File: src/rtl/uc_pkg.sv
// uc_pkg: shared definitions for the MIRI control unit.
// Holds the opcode values, the datapath select encodings, the miss-handling
// state enum and the packed control word that the decoder produces.
package uc_pkg;

    // Opcode values in instr[31:25]
    localparam logic [6:0] OPC_ADD = 7'h00;
    localparam logic [6:0] OPC_SUB = 7'h01;
    localparam logic [6:0] OPC_MUL = 7'h02;
    localparam logic [6:0] OPC_LDW = 7'h11;
    localparam logic [6:0] OPC_STW = 7'h13;
    localparam logic [6:0] OPC_BEQ = 7'h30;
    localparam logic [6:0] OPC_JMP = 7'h31;

    // ALU y operand select
    typedef enum logic [1:0] {
        MUXB_RB    = 2'b00,
        MUXB_IMM   = 2'b01,
        MUXB_RDIMM = 2'b10,
        MUXB_ZERO  = 2'b11
    } mux_b_e;

    // Next-pc select
    typedef enum logic [1:0] {
        PC_SEQ    = 2'b00,
        PC_BRANCH = 2'b01,
        PC_ALU    = 2'b10,
        PC_VECTOR = 2'b11
    } mux_pc_e;

    // dCache request
    typedef enum logic [1:0] {
        DC_NONE  = 2'b00,
        DC_LOAD  = 2'b01,
        DC_STORE = 2'b10,
        DC_RSVD  = 2'b11
    } dc_req_e;

    // Miss-handling FSM states
    typedef enum logic [1:0] {
        RUN     = 2'b00,
        IC_WAIT = 2'b01,
        DC_WAIT = 2'b10
    } state_e;

    // Decoded control word for one instruction
    typedef struct packed {
        mux_b_e  mux_b;
        logic    mux_addr_b;
        logic    mux_d;
        mux_pc_e mux_pc;
        logic    rf_wrd;
        dc_req_e dc_rd_wr;
    } ctrl_t;

    localparam ctrl_t CTRL_NOP = '{
        mux_b:      MUXB_RB,
        mux_addr_b: 1'b0,
        mux_d:      1'b0,
        mux_pc:     PC_SEQ,
        rf_wrd:     1'b0,
        dc_rd_wr:   DC_NONE
    };

endpackage

File: src/rtl/uc_decoder.sv
// uc_decoder: pure combinational opcode to control-word decode.
// Optional build macro ILLEGAL_TRAP_EN: unknown opcodes redirect the pc to
// vector 0 instead of behaving as a NOP.
module uc_decoder
    import uc_pkg::*;
#(
    parameter int unsigned OPC_WIDTH = 7
) (
    input  logic [OPC_WIDTH-1:0] opc_i,
    output ctrl_t                ctrl_o
);

    // Map each opcode to its datapath selects and enables
    always_comb begin
        // NOTE: every field gets a default first so no path leaves it unassigned, which would infer a latch.
        ctrl_o = CTRL_NOP;
        unique case (opc_i)
            OPC_WIDTH'(OPC_ADD),
            OPC_WIDTH'(OPC_SUB),
            OPC_WIDTH'(OPC_MUL): begin
                ctrl_o.rf_wrd = 1'b1;
            end
            OPC_WIDTH'(OPC_LDW): begin
                ctrl_o.mux_b    = MUXB_IMM;
                ctrl_o.mux_d    = 1'b1;
                ctrl_o.rf_wrd   = 1'b1;
                ctrl_o.dc_rd_wr = DC_LOAD;
            end
            OPC_WIDTH'(OPC_STW): begin
                ctrl_o.mux_addr_b = 1'b1;
                ctrl_o.mux_b      = MUXB_RDIMM;
                ctrl_o.dc_rd_wr   = DC_STORE;
            end
            OPC_WIDTH'(OPC_BEQ): begin
                ctrl_o.mux_pc = PC_BRANCH;
            end
            OPC_WIDTH'(OPC_JMP): begin
                ctrl_o.mux_b  = MUXB_IMM;
                ctrl_o.mux_pc = PC_ALU;
            end
            default: begin
`ifdef ILLEGAL_TRAP_EN
                ctrl_o.mux_pc = PC_VECTOR;
`else
                ctrl_o.mux_pc = PC_SEQ;
`endif
            end
        endcase
    end

endmodule

File: src/rtl/control_unit.sv
// control_unit: MIRI single-cycle control unit.
// Decodes the instruction, and on an iCache/dCache miss freezes the pc and
// architectural writes for MEM_LATENCY cycles before pulsing the refill write.
// Optional build macro ILLEGAL_TRAP_EN (handled in uc_decoder).
module control_unit
    import uc_pkg::*;
#(
    parameter int unsigned MEM_LATENCY = 4,
    parameter int unsigned OPC_WIDTH   = 7
) (
    input  logic        clk,
    input  logic        rst_n,
    input  logic [31:0] instr,
    input  logic        iCacheMiss,
    input  logic        dCacheMiss,
    output logic [1:0]  MuxB,
    output logic        MuxAddrB,
    output logic        MuxD,
    output logic [1:0]  MuxPc,
    output logic        PC_we,
    output logic        RF_wrd,
    output logic [1:0]  DC_rd_wr,
    output logic        DC_we,
    output logic        IC_we
);

    localparam logic [3:0] CNT_LAST = 4'(MEM_LATENCY - 1);

    state_e     state_q, state_d;
    logic [3:0] cnt_q, cnt_d;
    ctrl_t      dec;
    ctrl_t      ctrl;
    logic       pc_we;
    logic       ic_we;
    logic       dc_we;

    // Only the opcode field matters here; the rest feeds the datapath
    logic unused_fields;
    assign unused_fields = ^instr[31-OPC_WIDTH:0];

    uc_decoder #(
        .OPC_WIDTH(OPC_WIDTH)
    ) u_decoder (
        .opc_i (instr[31 -: OPC_WIDTH]),
        .ctrl_o(dec)
    );

    // State and wait counter; reset aborts any refill in progress
    always_ff @(posedge clk or negedge rst_n) begin
        if (!rst_n) begin
            state_q <= RUN;
            cnt_q   <= '0;
        end else begin
            // NOTE: state registers use non-blocking assignments so every flop samples pre-edge values.
            state_q <= state_d;
            cnt_q   <= cnt_d;
        end
    end

    // Next state, counter and gating of the decoded control word
    always_comb begin
        state_d = state_q;
        cnt_d   = cnt_q;
        ctrl    = dec;
        pc_we   = 1'b0;
        ic_we   = 1'b0;
        dc_we   = 1'b0;
        unique case (state_q)
            RUN: begin
                pc_we = 1'b1;
                cnt_d = '0;
                if (iCacheMiss) begin
                    state_d       = IC_WAIT;
                    pc_we         = 1'b0;
                    ctrl.rf_wrd   = 1'b0;
                    ctrl.dc_rd_wr = DC_NONE;
                end else if (dCacheMiss && (dec.dc_rd_wr != DC_NONE)) begin
                    state_d       = DC_WAIT;
                    pc_we         = 1'b0;
                    ctrl.rf_wrd   = 1'b0;
                    ctrl.dc_rd_wr = DC_NONE;
                end
            end
            IC_WAIT: begin
                ctrl.rf_wrd   = 1'b0;
                ctrl.dc_rd_wr = DC_NONE;
                cnt_d         = cnt_q + 4'd1;
                if (cnt_q == CNT_LAST) begin
                    ic_we   = 1'b1;
                    state_d = RUN;
                    cnt_d   = '0;
                end
            end
            DC_WAIT: begin
                // The request stays visible to the dCache during the refill
                ctrl.rf_wrd = 1'b0;
                cnt_d       = cnt_q + 4'd1;
                if (cnt_q == CNT_LAST) begin
                    dc_we   = 1'b1;
                    state_d = RUN;
                    cnt_d   = '0;
                end
            end
            default: begin
                state_d = RUN;
                cnt_d   = '0;
            end
        endcase
    end

    // While reset is held every output is forced low
    always_comb begin
        MuxB     = 2'b00;
        MuxAddrB = 1'b0;
        MuxD     = 1'b0;
        MuxPc    = 2'b00;
        PC_we    = 1'b0;
        RF_wrd   = 1'b0;
        DC_rd_wr = 2'b00;
        DC_we    = 1'b0;
        IC_we    = 1'b0;
        if (rst_n) begin
            MuxB     = ctrl.mux_b;
            MuxAddrB = ctrl.mux_addr_b;
            MuxD     = ctrl.mux_d;
            MuxPc    = ctrl.mux_pc;
            PC_we    = pc_we;
            RF_wrd   = ctrl.rf_wrd;
            DC_rd_wr = ctrl.dc_rd_wr;
            DC_we    = dc_we;
            IC_we    = ic_we;
        end
    end

endmodule

File: config.mk
export PLATFORM = sky130hd
export DESIGN_NAME = control_unit
export DESIGN_NICKNAME = d
export VERILOG_FILES = /design/src/rtl/uc_pkg.sv /design/src/rtl/uc_decoder.sv /design/src/rtl/control_unit.sv
export SDC_FILE = /design/constraint.sdc
export NUM_CORES = 1
export LEC_CHECK = 0
export BUFFER_PORTS_ARGS = -buffer_cell sky130_fd_sc_hd__buf_2
export CAP_MARGIN = 40
export CORE_MARGIN = 10
export CORE_UTILIZATION = 38
export DETAILED_ROUTE_END_ITERATION = 16
export GPL_TIMING_DRIVEN = 1
export HOLD_SLACK_MARGIN = 0.1
export PLACE_DENSITY = 0.92
export SYNTH_ARGS = -nofsm -noshare
export SYNTH_HDL_FRONTEND = slang
export SYNTH_SLANG_ARGS = --single-unit
File: constraint.sdc
create_clock -name clk -period 3.2 [get_ports clk]
set_input_delay 0.64 -clock clk [delete_from_list [all_inputs] [get_ports clk]]
set_output_delay 0.64 -clock clk [all_outputs]
set_load 0.01 [all_outputs]
; ---- Word-level counts from Yosys, hierarchy flattened
; Cells that the tools add are included.
[op_classes]
n_mux = 31
addsub = 1
reduce_logical = 8
n_eq_ne = 11
[ops]
columns = cell, n
row1 = $pmux W2 S2, 5
row2 = $mux W1, 15
row3 = $eq A7 B5 Y1 const B, 2
row4 = $eq A7 B6 Y1 const B, 2
row5 = $mux W2, 6
row6 = $mux W4, 2
row7 = $eq A7 B1 Y1 const B, 1
row8 = $eq A7 B2 Y1 const B, 1
row9 = $logic_not A7 Y1, 1
row10 = $mux W3, 2
row11 = $add A4 B1 Y4 const B, 1
row12 = $eq A4 B2 Y1 const B, 1
row13 = $reduce_or A2 Y1, 2
row14 = $reduce_or A4 Y1, 1
row15 = $ne A3 B3 Y1 const B, 1
row16 = $eq A2 B1 Y1 const B, 1
row17 = $eq A2 B2 Y1 const B, 1
row18 = $logic_not A2 Y1, 1
row19 = $ne A2 B1 Y1 const B, 1
row20 = $pmux W1 S2, 1
row21 = $reduce_and A2 Y1, 1
row22 = $reduce_bool A2 Y1, 1
row23 = $logic_and A1 B1 Y1, 1
[totals]
regBits = 6
output_inout_bits = 12
inputBits = 36
elab_cells = 53

; ---- Depth between registers and ports, before layout
[logic_depth]
word_depth = 8
depth_mapped = 5
ltp_nobuf = 5

; ---- By module
; From an unflattened synthesis, not the netlist that was laid out.
[unflattened]
cells_unflattened = 58
hier_area_um2 = 535.5
[by_module_without_submodules]
columns = mod, seq_area_each_um2, n_inst, cells_each, area_each_um2
row1 = control_unit, 150.1, 1, 43, 431.7
row2 = uc_decoder, 0.0, 1, 15, 103.8

; ---- Worst setup path after synthesis
; OpenSTA, ideal clock, no wires.
[synth_timing]
path_type = input to output
from = input instr[31]
to = output DC_rd_wr[1]
t_arrival_ps = 1365
stages = 3
required_ps = 2560
path_buffers = 0
path_slack_ps = 1195
path_cell_list = and4bb_4 > and3_2 > and2b_1
[synth_between]
elab_chain_len = 8
elab_cells_between_ends = 9
classes_between = 2 x eq/ne / 5 x mux / 2 x reduce/logical
[synth_rtl]
columns = item, line
row1 = "start, declared", control_unit.sv:13  ; input logic [31:0] instr,
row2 = $eq A7 B5 Y1, uc_decoder.sv:17  ; unique case (opc_i)
row3 = $pmux W2 S2 (*), uc_decoder.sv:17
row4 = $reduce_bool A2 Y1, control_unit.sv:77  ; end else if (dCacheMiss && (dec.dc_rd_wr != DC_NONE)) begin
row5 = $logic_and A1 B1 Y1, control_unit.sv:77
row6 = $mux W3, control_unit.sv:77
row7 = $mux W3, control_unit.sv:72  ; if (iCacheMiss) begin
row8 = $pmux W2 S2 (*), control_unit.sv:68  ; unique case (state_q)
row9 = $mux W2 (*), control_unit.sv:122  ; if (rst_n) begin
row10 = "end, declared", control_unit.sv:22  ; output logic [1:0] DC_rd_wr,
; Mark *: on every way between the ends. The rest lies on a longest branch, timed or not.

; ---- Worst setup path in the final report
[layout_timing]
from = input rst_n
to = output MuxPc[1]
[layout_between]
elab_chain_len = 1
[layout_rtl]
columns = item, line
row1 = "start, declared", control_unit.sv:12  ; input logic rst_n,
row2 = $mux W2, control_unit.sv:122
row3 = "end, declared", control_unit.sv:19  ; output logic [1:0] MuxPc,
; No other way between the ends.

==> results.md <==
* Outcome: finished clean
* Weighted congestion at the end of routability-driven global placement at ~0.75
* Clock share of power at 20.5%
* Core area at 1300 µm²
* Number of warning messages in the yosys log at 0
* Vias per std cell at ~5
* Total wirelength of the detailed-routed design at about 1.4 mm
* Worst Path Max Fanout at 10
* Hpwl dp at 1.15 mm
* Total global-route track usage at about 8.7%
* Worst-case reg-to-reg path depth at 5
* Worst slew margin at between 80% and 90%
* Setup fix buffers added after clock tree synthesis at 0
* H-tree depth at 1
* Worst min-delay path class: primary input to asynchronous set/reset pin
* Final worst-path cycle share at 71.6%
* Largest delay contributor family on the critical path: simple AND/OR/NAND/NOR gates
* Switching share of total power at slightly below 40%
* Final Power at 344 µW
* Multiplexer fraction of the synthesized cell area at 1.92%
* Smallest hold slack at 0.222 ns
* Hold Vio Cnt, Final at 0
* Total of max-cap violations at 0
* Cell-internal power at 211 µW
* Detailed-router iteration count before antenna repair at 4
* End of the worst register-to-register path: state_q[0]
* Area of placed instances at approximately 640 µm²
* Final #Nets at 120
* Simple-gate share of the synthesized area at 40.4%
* Min Clock Period, post-route at 2.29 ns
* Category of the most critical setup path: primary input to output pin
* Initial antenna violation count at 0
* Worst VDD drop at 0.000311 V
* Global-route wire length before repair at 2.34 mm
* Final max-slew violation count at 0
* Total of fill cells in the finished design at ~120
* Leftover overflow at the end of global routing at 0
* Synth-to-Final Area Change at 27.6%
* Die height at 57.0 µm
* Maximum root-to-sink buffer count at 2
* Cell Chain, Critical Path: buf_2 -> nor3b_2 -> and4bb_1 -> and3_1 -> buf_2
* Routed wirelength normalized by instance count at 15.1 µm
* Share of power burned in combinational logic at between 40% and 50%
* Cell repeated most along the worst path: sky130_fd_sc_hd__buf_2
* Share of post-route cells with drive strength above 1 at 41.6%
* Pin count of the biggest net entering global routing at 11
* Synthesized area per cell at 9.82 µm²
* Most frequent cells in the layout: sky130_fd_sc_hd__buf_2, sky130_fd_sc_hd__nor2_1, sky130_fd_sc_hd__dfrtp_1
* Worst R2R Setup Slack at 1.70 ns
* CTS tree: done
* Post-Synth Adder-Cell Area at 12.0%
* Cell with the largest stage delay on the worst path: sky130_fd_sc_hd__nor3b_2
* Required time at the endpoint of the critical path at 2.56 ns
* Flops & latches, synth at 6
* Post-cts sizing count at 0
* Die W at 57.0 µm
* CTS buffer count at 3
* Sequential Power Share at around a third
* Share of the core filled with cells at between 50% and 60%
* Total of buffers placed on input and output ports at 22
* DR vias at approximately 470
* Final instance area at about 660 µm²
* Synth Area in XOR/XNOR at under 10%
* Complex-gate fraction of the synthesized area at 9.86%
* Yosys cell types at 28
* Kind of end point of the critical path: output pin
* Vias in the first global route at 539
* WP data arrival at 1.65 ns
* Initial core utilization at about two fifths
* Clock-pin slew of the registers on the worst-case setup and hold paths at 0.04 ns
* Total die area at 3250 µm²
* Stages on worst setup path at 5
* Buffers & Inverters on Critical Path at 2
* CP Launch Point: rst_n
* Diode count at 0
* Remaining design rule violation count at 0
* Synthesized cell area at between 500 and 600 µm²
* Post-synth net total at 94
* Count of clock tree sinks at 6
* Count of antenna-violating nets left after detailed routing at 0
* Combinational family with the most area after synthesis: simple AND/OR/NAND/NOR gates
* Synth Instances at 53
* Unrepaired setup endpoints after global routing: no
* CP endpoint: MuxPc[1]
* Slowest stage delay, CP at around 0.28 ns
* Hold-fix buffers, CTS at 0
* Clock Root Buffer: sky130_fd_sc_hd__clkbuf_4
* Fin Clk Skew at 0.00132 ns
* Static leakage power at 0.379 nW
* Sequential share of the synthesized area at 28.8%
* Net load switching power at between 100 and 150 µW
* Total number of placement rows at 13
* Post-route setup TNS at 0 ns
* Boundary Pins at 48
* Fmax at 436 MHz
* Launch instance of the worst register-to-register path: state_q[0]
* Final setup fails at 0
* Worst-margin pin slew at 0.244 ns
* Startpoint type of the worst setup path: primary input
* Ratio of total power to cell area at 518 nW/µm²
* Leading cell type in the layout, fill and taps excluded: sky130_fd_sc_hd__buf_2
* Initial DRC Count at 12
* Clock latency reported for the late side of the worst-skew pair at between 0.2 and 0.3 ns
-- sequential cells by signal, summed over array words and instances (netlist names) --
name     count
state_q      2
cnt_q        4
-- power groups by stage --
stage               combinational [mW]  clock (mW)  sequential [mW]
finish                           0.155      0.0707            0.119
global route                     0.173      0.0753            0.123
CTS                              0.157      0.0719            0.118
detailed placement               0.152           0            0.119
global placement                 0.148           0            0.118
floorplan                        0.117           0            0.115
-- area by class of cell --
type,count,area (µm²),share of cell area [%]
Tap cell,15,18.8,2.82
Sequential cell,6,150,22.6
Clock buffer,3,22.5,3.39
Multi-Input combinational cell,43,352,52.9
Timing Repair Buffer,22,110,16.6
Inverter,3,11.3,1.69
-- stage by stage --
step	setup slack, ns	instances
after floorplan	1.19	53
after CTS	0.897	92
after global placement	0.907	89
final	0.909	92
after global routing	0.794	92
after detailed placement	0.899	89
-- cells in the mapped netlist --
library cell	number	area share (%)
sky130_fd_sc_hd__nor2_1	7	5.0
sky130_fd_sc_hd__dfrtp_1	6	29
sky130_fd_sc_hd__ha_1	5	12
sky130_fd_sc_hd__a21oi_1	3	2.9
sky130_fd_sc_hd__and3_1	3	3.6
sky130_fd_sc_hd__inv_1	3	2.2
sky130_fd_sc_hd__and2_1	2	2.4
sky130_fd_sc_hd__nand2_1	2	1.4
sky130_fd_sc_hd__nor3_1	2	1.9
sky130_fd_sc_hd__nor3b_4	2	7.2
sky130_fd_sc_hd__a22oi_1	1	1.4
sky130_fd_sc_hd__a311o_1	1	1.9
sky130_fd_sc_hd__and2_2	1	1.4
sky130_fd_sc_hd__and2b_1	1	1.4
sky130_fd_sc_hd__and3_2	1	1.4
sky130_fd_sc_hd__and3b_1	1	1.7
sky130_fd_sc_hd__and4bb_1	1	2.4
sky130_fd_sc_hd__and4bb_4	1	3.1
sky130_fd_sc_hd__buf_4	1	1.4
sky130_fd_sc_hd__mux2i_1	1	1.9
sky130_fd_sc_hd__nand2b_1	1	1.2
sky130_fd_sc_hd__nand2b_4	1	2.6
sky130_fd_sc_hd__nand3_1	1	0.96
sky130_fd_sc_hd__nor3b_2	1	2.4
sky130_fd_sc_hd__o2111a_1	1	2.2
sky130_fd_sc_hd__o211ai_1	1	1.4
sky130_fd_sc_hd__xnor2_1	1	1.7
sky130_fd_sc_hd__xor2_1	1	1.7
-- worst min-delay path by stage --
stage               startpoint  endpoint  slack, ns  depth (start not counted)
detailed placement    cnt_q[0]  cnt_q[0]       0.46                          1
CTS                      rst_n  cnt_q[0]       0.23                          1
global route             rst_n  cnt_q[0]       0.23                          1
floorplan                rst_n  cnt_q[0]       0.34                          0
global placement      cnt_q[0]  cnt_q[0]       0.44                          1
finish                   rst_n  cnt_q[2]       0.22                          1
-- logic make-up (layout without fill, tap and decap cells) --
group | Yosys count | in the layout
flops | 6 | 6
mux | 1 | 1
simple gates | 28 | 28
compound gates | 7 | 7
buf+inv | 4 | 28
xor+xnor | 2 | 2
fa+ha+maj | 5 | 5
-- worst reg2reg max path, stage by stage (launching register included) --
cell and delay [ns]:
sky130_fd_sc_hd__dfrtp_1 0.39, sky130_fd_sc_hd__inv_1 0.10, sky130_fd_sc_hd__ha_1 0.36, sky130_fd_sc_hd__inv_1 0.12, sky130_fd_sc_hd__nor3_1 0.07, sky130_fd_sc_hd__a311o_1 0.33
-- layer usage --
metal / vias to the layer above / GRT usage, % / wire (µm)
met4: 0 / 3.02 / 15
li1: 237 / - / -
met2: 18 / 16.6 / 748
met3: 3 / 3.54 / 96
met1: 216 / 8.00 / 529
met5: - / 0 / 0
No activity file was read; power rests on OpenSTA's default activity.
